**src/rtl/unidade_controle_if.sv**
```systemverilog
// Control bundle between the control FSM and the fetch/datapath side.
// The master side is the control unit; the slave side is memory plus datapath.
interface unidade_controle_if #(
  parameter int LARGURA_INSTR = 8,
  parameter int LARGURA_OP    = 3
);
  logic [LARGURA_INSTR-1:0] instrucao;
  logic                     mem_pronta;
  logic                     le_mem;
  logic                     carrega_ir;
  logic                     incrementa_pc;
  logic                     carrega_pc;
  logic                     sel_operando;
  logic [LARGURA_OP-1:0]    op_ula;
  logic                     escreve_reg;
  logic                     parado;
  logic                     erro_opcode;
  logic [2:0]               estado;

  modport master (
    input  instrucao, mem_pronta,
    output le_mem, carrega_ir, incrementa_pc, carrega_pc, sel_operando,
           op_ula, escreve_reg, parado, erro_opcode, estado
  );

  modport slave (
    output instrucao, mem_pronta,
    input  le_mem, carrega_ir, incrementa_pc, carrega_pc, sel_operando,
           op_ula, escreve_reg, parado, erro_opcode, estado
  );
endinterface

```
**src/rtl/unidade_controle.sv**
```systemverilog
// Multi-cycle control FSM for the 8-bit processor: fetch, decode, execute, write-back.
// sel_operando steers the downstream 2:1 operand mux (0 = register, 1 = immediate).
module unidade_controle (
  input  logic                clk,
  input  logic                rst,
  unidade_controle_if.master  bus
);

  typedef enum logic [2:0] {
    BUSCA      = 3'd0,
    DECODIFICA = 3'd1,
    EXECUTA    = 3'd2,
    ESCRITA    = 3'd3,
    PARADO     = 3'd4
  } estado_t;

  localparam logic [3:0] OP_NOP  = 4'h0;
  localparam logic [3:0] OP_ADD  = 4'h1;
  localparam logic [3:0] OP_SUB  = 4'h2;
  localparam logic [3:0] OP_AND  = 4'h3;
  localparam logic [3:0] OP_OR   = 4'h4;
  localparam logic [3:0] OP_LDI  = 4'h5;
  localparam logic [3:0] OP_ADDI = 4'h6;
  localparam logic [3:0] OP_MOV  = 4'h7;
  localparam logic [3:0] OP_JMP  = 4'h8;
  localparam logic [3:0] OP_HLT  = 4'hF;

  estado_t    estado_q, estado_d;
  logic [3:0] opcode_q;
  logic       erro_q, erro_d;
  logic       legal;
  logic       escreve;
  logic [2:0] op_dec;
  logic       imediato;

  // NOTE: state registers use non-blocking assignments so every flop samples pre-edge values.
  always_ff @(posedge clk or posedge rst) begin
    if (rst) begin
      estado_q <= BUSCA;
      opcode_q <= OP_NOP;
      erro_q   <= 1'b0;
    end else begin
      estado_q <= estado_d;
      erro_q   <= erro_d;
      if (estado_q == BUSCA && bus.mem_pronta)
        opcode_q <= bus.instrucao[7:4];
    end
  end

  // Opcode decode; anything illegal decodes exactly like NOP.
  always_comb begin
    legal    = 1'b1;
    escreve  = 1'b0;
    op_dec   = 3'b000;
    imediato = 1'b0;
    case (opcode_q)
      OP_NOP, OP_JMP, OP_HLT: ;
      OP_ADD:  begin escreve = 1'b1; op_dec = 3'b001; end
      OP_SUB:  begin escreve = 1'b1; op_dec = 3'b010; end
      OP_AND:  begin escreve = 1'b1; op_dec = 3'b011; end
      OP_OR:   begin escreve = 1'b1; op_dec = 3'b100; end
      OP_LDI:  begin escreve = 1'b1; imediato = 1'b1; end
      OP_ADDI: begin escreve = 1'b1; imediato = 1'b1; op_dec = 3'b001; end
      OP_MOV:  escreve = 1'b1;
      default: legal = 1'b0;
    endcase
  end

  // NOTE: every output gets a default first so no path through the case infers a latch.
  always_comb begin
    estado_d           = BUSCA;
    erro_d             = erro_q;
    bus.le_mem         = 1'b0;
    bus.carrega_ir     = 1'b0;
    bus.incrementa_pc  = 1'b0;
    bus.carrega_pc     = 1'b0;
    bus.sel_operando   = 1'b0;
    bus.op_ula         = 3'b000;
    bus.escreve_reg    = 1'b0;
    bus.parado         = 1'b0;
    case (estado_q)
      BUSCA: begin
        bus.le_mem = 1'b1;
        if (bus.mem_pronta) begin
          bus.carrega_ir    = 1'b1;
          bus.incrementa_pc = 1'b1;
          estado_d          = DECODIFICA;
        end else begin
          estado_d = BUSCA;
        end
      end
      DECODIFICA: begin
        bus.sel_operando = imediato;
        bus.op_ula       = op_dec;
        if (opcode_q == OP_HLT) begin
          estado_d = PARADO;
        end else begin
          estado_d = EXECUTA;
          if (!legal) erro_d = 1'b1;
        end
      end
      EXECUTA: begin
        bus.sel_operando = imediato;
        bus.op_ula       = op_dec;
        bus.carrega_pc   = (opcode_q == OP_JMP);
        estado_d         = escreve ? ESCRITA : BUSCA;
      end
      ESCRITA: begin
        bus.sel_operando = imediato;
        bus.op_ula       = op_dec;
        bus.escreve_reg  = 1'b1;
        estado_d         = BUSCA;
      end
      PARADO: begin
        bus.parado = 1'b1;
        estado_d   = PARADO;
      end
      default: estado_d = BUSCA;
    endcase
  end

  assign bus.erro_opcode = erro_q;
  assign bus.estado      = estado_q;

endmodule

```
**src/flat_wrapper.sv**
```systemverilog
// flat-port wrapper written by rule: the top's interface ports become plain ports
module unidade_controle_flat 
  (clk, rst, bus_instrucao, bus_mem_pronta, bus_le_mem, bus_carrega_ir, bus_incrementa_pc, bus_carrega_pc, bus_sel_operando, bus_op_ula, bus_escreve_reg, bus_parado, bus_erro_opcode, bus_estado);
  unidade_controle_if #(.LARGURA_INSTR(8), .LARGURA_OP(3)) bus_i ();
  input  logic clk;
  input  logic rst;
  input wire logic [$bits(bus_i.instrucao)-1:0] bus_instrucao;
  input wire logic [$bits(bus_i.mem_pronta)-1:0] bus_mem_pronta;
  output wire logic [$bits(bus_i.le_mem)-1:0] bus_le_mem;
  output wire logic [$bits(bus_i.carrega_ir)-1:0] bus_carrega_ir;
  output wire logic [$bits(bus_i.incrementa_pc)-1:0] bus_incrementa_pc;
  output wire logic [$bits(bus_i.carrega_pc)-1:0] bus_carrega_pc;
  output wire logic [$bits(bus_i.sel_operando)-1:0] bus_sel_operando;
  output wire logic [$bits(bus_i.op_ula)-1:0] bus_op_ula;
  output wire logic [$bits(bus_i.escreve_reg)-1:0] bus_escreve_reg;
  output wire logic [$bits(bus_i.parado)-1:0] bus_parado;
  output wire logic [$bits(bus_i.erro_opcode)-1:0] bus_erro_opcode;
  output wire logic [$bits(bus_i.estado)-1:0] bus_estado;
  assign bus_i.instrucao = bus_instrucao;
  assign bus_i.mem_pronta = bus_mem_pronta;
  assign bus_le_mem = bus_i.le_mem;
  assign bus_carrega_ir = bus_i.carrega_ir;
  assign bus_incrementa_pc = bus_i.incrementa_pc;
  assign bus_carrega_pc = bus_i.carrega_pc;
  assign bus_sel_operando = bus_i.sel_operando;
  assign bus_op_ula = bus_i.op_ula;
  assign bus_escreve_reg = bus_i.escreve_reg;
  assign bus_parado = bus_i.parado;
  assign bus_erro_opcode = bus_i.erro_opcode;
  assign bus_estado = bus_i.estado;
  unidade_controle u_core (.clk(clk), .rst(rst), .bus(bus_i));
endmodule
```
**config.mk**
```make
export PLATFORM = sky130hd
export DESIGN_NAME = unidade_controle_flat
export DESIGN_NICKNAME = d
export VERILOG_FILES = /design/src/rtl/unidade_controle_if.sv /design/src/rtl/unidade_controle.sv /design/src/flat_wrapper.sv
export SDC_FILE = /design/constraint.sdc
export NUM_CORES = 1
export LEC_CHECK = 0
export CAP_MARGIN = 20
export CORE_AREA = 3 3 40 42
export CTS_CLUSTER_SIZE = 8
export DETAILED_ROUTE_END_ITERATION = 8
export DIE_AREA = 0 0 43 45
export GPL_ROUTABILITY_DRIVEN = 0
export MAX_ROUTING_LAYER = met4
export PLACE_DENSITY = 0.81
export REMOVE_ABC_BUFFERS = 1
export SLEW_MARGIN = 25
export SYNTH_ARGS = -nofsm -noshare
export SYNTH_HDL_FRONTEND = slang
export SYNTH_SLANG_ARGS = --single-unit
```
**constraint.sdc**
```tcl
create_clock -name clk -period 3.91 [get_ports clk]
set_input_delay 0.782 -clock clk [delete_from_list [all_inputs] [get_ports clk]]
set_output_delay 0.782 -clock clk [all_outputs]
set_load 0.005 [all_outputs]
```
==> key figures <==
GRT
  – Largest net degree at the start of global routing: 11
  – GR Layer Usage met2: between 20% and 30%
  – Vias in the first global route: 396
  – Initial antenna violation count: 0
  – Met1 GRT Util: 13.75%
  – Global-route wire length before repair: 1718 microns
  – Total Routing Usage GR: 12.60%
  – Global route hottest layer: met2
  – GRT overflow: 0
  – M3 GR Usage: about 3.6%

Synthesis
  – Top_reg_cell synth: dfrtp_1
  – EDFF count, synth: 0
  – #FFs+latches synth: 8
  – Syn Area/Cell: 11.09 sq um
  – Cell Area, Synth: between 400 and 500 sq um
  – Largest cells by area after synthesis: dfrtp_1 41%, mux2_4 12%, nor3b_1 6.2%
  – Synthesis Warnings: 0
  – Sequential fraction of the synthesis area: 41.03%
  – Synth cell types: 22
  – Area leader, netlist: dfrtp_1
  – Ys async rst share: 100.0%
  – Synth top cells by count: 8 x dfrtp_1, 5 x nor2_1, 4 x mux2_4, 4 x nor3b_1
  – Top-count cell post-synth: dfrtp_1
  – Cells after synthesis: 44
  – Yosys top cell area share: approximately two fifths

Clock network
  – Clk sinks: 8
  – Worst-path clk slew: 0.05 ns
  – Post-CTS sizing: 0
  – Post-CTS Hold Buffers: 0
  – Worst skew pair latency: roughly 0.25 ns
  – CTS Buf Count: 3
  – CTS root buf: clkbuf_4
  – CTS tree: done
  – Htree depth: 1
  – Clk buf depth: 2
  – Post-CTS Setup Bufs: 0

Die
  – Core Box Area: ~0.0013 sq mm
  – Initial core utilization: 37.97%
  – Die footprint: a little under 0.002 sq mm
  – # rows: 13
  – Die Wd: around 43 microns
  – Ports: 25
  – DIE HEIGHT: about 45 microns

Critical path
  – Worst path max stage delay: 0.52 ns
  – Crit path max-delay family: buffers and inverters
  – Critical path peak fanout: 7
  – Crit. End Element: output port
  – CP Class: in -> out
  – Worst Path Buf+Inv: 2
  – Crit path cell chain: clkdlybuf4s50_1 > and2_4 > clkdlybuf4s50_1
  – Arr. time, crit path: between 1.5 and 2 ns
  – Worst Path Required: 3.13 ns
  – Critical-path top delay cell: clkdlybuf4s50_1
  – CP dominant cell by count: clkdlybuf4s50_1
  – Startpoint types: input pin

Hold path
  – Hold Path Class: reg -> reg

Power and ir drop
  – Leak: 0.0002913 uW
  – VDD IR max: 0.3508 mV
  – Register share of total power: between 30% and 40%
  – Net Sw Power: 176.2 uW
  – Clock power share: a little under an eighth
  – Internal: ~330 uW
  – Power share of the combinational group: 51.2%
  – Switching share of power: 34.66%
  – Pwr/cell area: 726.8 mW/mm^2

STA
  – Max-slew violations: 0
  – Clock Skews: 0.0004983 ns
  – Slack of the critical path: 1.153 ns
  – Final period util: 70.50%
  – Fmax: approximately 0.36 GHz
  – Worst slew pin tran: 0.3145 ns
  – Min cycle time layout: 2.757 ns
  – Final setup fails: 0
  – RSZ-0062 raised after global routing: no
  – Setup TNS: 0 ns
  – Max-Slew Margin vs Limit: 79.01%
  – Final Hold Viols: 0

Placed design
  – Final HPWL DP: 781.6 microns
  – DP Worst Slack: 1.162 ns
  – Port Buffers: 20

Final layout
  – Inserted Diodes: 0
  – Final #Nets: 77
  – Area Growth Syn to Fin: 43.33%
  – Layout cells sized above 1: 17.19%

Job
  – Max-capacitance violation count: 0

Routing
  – First DRT Iteration DRCs: 3
  – WL/cell: approximately 13 microns
  – TritonRoute pass-1 iters: 4
  – Via count: approximately 410
  – Remaining DRCs: 0
  – Routed vias/inst: 5.215
  – Final wirelength: 1022 microns
  – Post-route antenna net violation count: 0

Run status
  – Run status: completed
==> final cells by class <==
class	count	area, sq um
multi-input cells	31	250.2
clock buffers	3	22.52
repair buffers	20	200.2
fillers	121	585.6
flip-flops and latches	8	200.2
well taps	15	18.77
inverters	2	7.507
==> final timing paths <==
path | depth (start not counted) | slack, ns | end | startpoint
setup / recovery | 3 | 1.15 | bus_incrementa_pc | bus_mem_pronta
min in group asynchronous | 2 | 0.78 | u_core.bus.estado[1]$_DFF_PP0_ | rst
max in group asynchronous | 2 | 2.90 | u_core.opcode_q[0]$_DFFE_PP0P_ | rst
setup reg to reg | 3 | 2.52 | u_core.opcode_q[2]$_DFFE_PP0P_ | u_core.bus.estado[1]$_DFF_PP0_
hold reg to reg | 1 | 0.46 | u_core.bus.erro_opcode$_DFFE_PP0P_ | u_core.bus.erro_opcode$_DFFE_PP0P_
hold / removal | 1 | 0.46 | u_core.bus.erro_opcode$_DFFE_PP0P_ | u_core.bus.erro_opcode$_DFFE_PP0P_
==> registers in the layout, summed over array words and instances (netlist names) <==
register and cells:
u_core.opcode_q 4, u_core.bus.estado 3, u_core.bus.erro_opcode 1
==> layout by cell type (no fill, tap or decap) <==
master	n
and3_1	2
nor3b_1	4
nand2b_1	1
dfrtp_1	8
or3b_1	1
and4bb_2	1
nand2_1	2
mux2_2	1
clkdlybuf4s50_1	20
o211ai_1	1
a21o_1	1
a22oi_1	1
o21ai_0	1
inv_1	2
xnor2_1	1
nor2_1	5
a2111o_1	1
nor3_1	2
and2_4	1
nor3_4	1
mux2_4	4
clkbuf_4	3
==> stage by stage <==
stage / cells / power [uW] / util (%) / instance area, sq um / hold WS (ns)
3_3_place_gp: 76 / 444.1 / 52.68 / 676.9 / 0.4534
6_report: 79 / 508.3 / 54.43 / 699.4 / 0.4606
3_5_place_dp: 76 / 451.0 / 52.68 / 676.9 / 0.4598
2_1_floorplan: 41 / 323.3 / - / 457.9 / 0.4510
5_1_grt: 79 / 545.5 / 54.43 / 699.4 / 0.5106
4_1_cts: 79 / 514.6 / 54.43 / 699.4 / 0.4709
==> logic make-up after synthesis <==
group	count (synthesis)	synth area share, %
buffers and inverters	5	7.693
XOR/XNOR	1	1.795
flip-flops	8	41.03
AND/OR/NAND/NOR	20	26.93
multiplexers	5	14.62
AO/OA/AOI/OAI	5	7.949
==> power by group through the flow <==
stage / clock network, uW / logic [uW] / registers (uW)
2_1_floorplan: 0 / 150 / 173
3_5_place_dp: 0 / 262 / 189
5_1_grt: 67.3 / 281 / 198
6_report: 61.1 / 260 / 187
4_1_cts: 63.5 / 263 / 188
3_3_place_gp: 0 / 258 / 186
==> per-layer routing <==
metal,vias up,part of all wire (%)
li1,198,-
met1,199,42
met2,13,53
met3,2,5.1
met4,0,0.49
met5,-,0
Power figures use the tool's default switching activity.
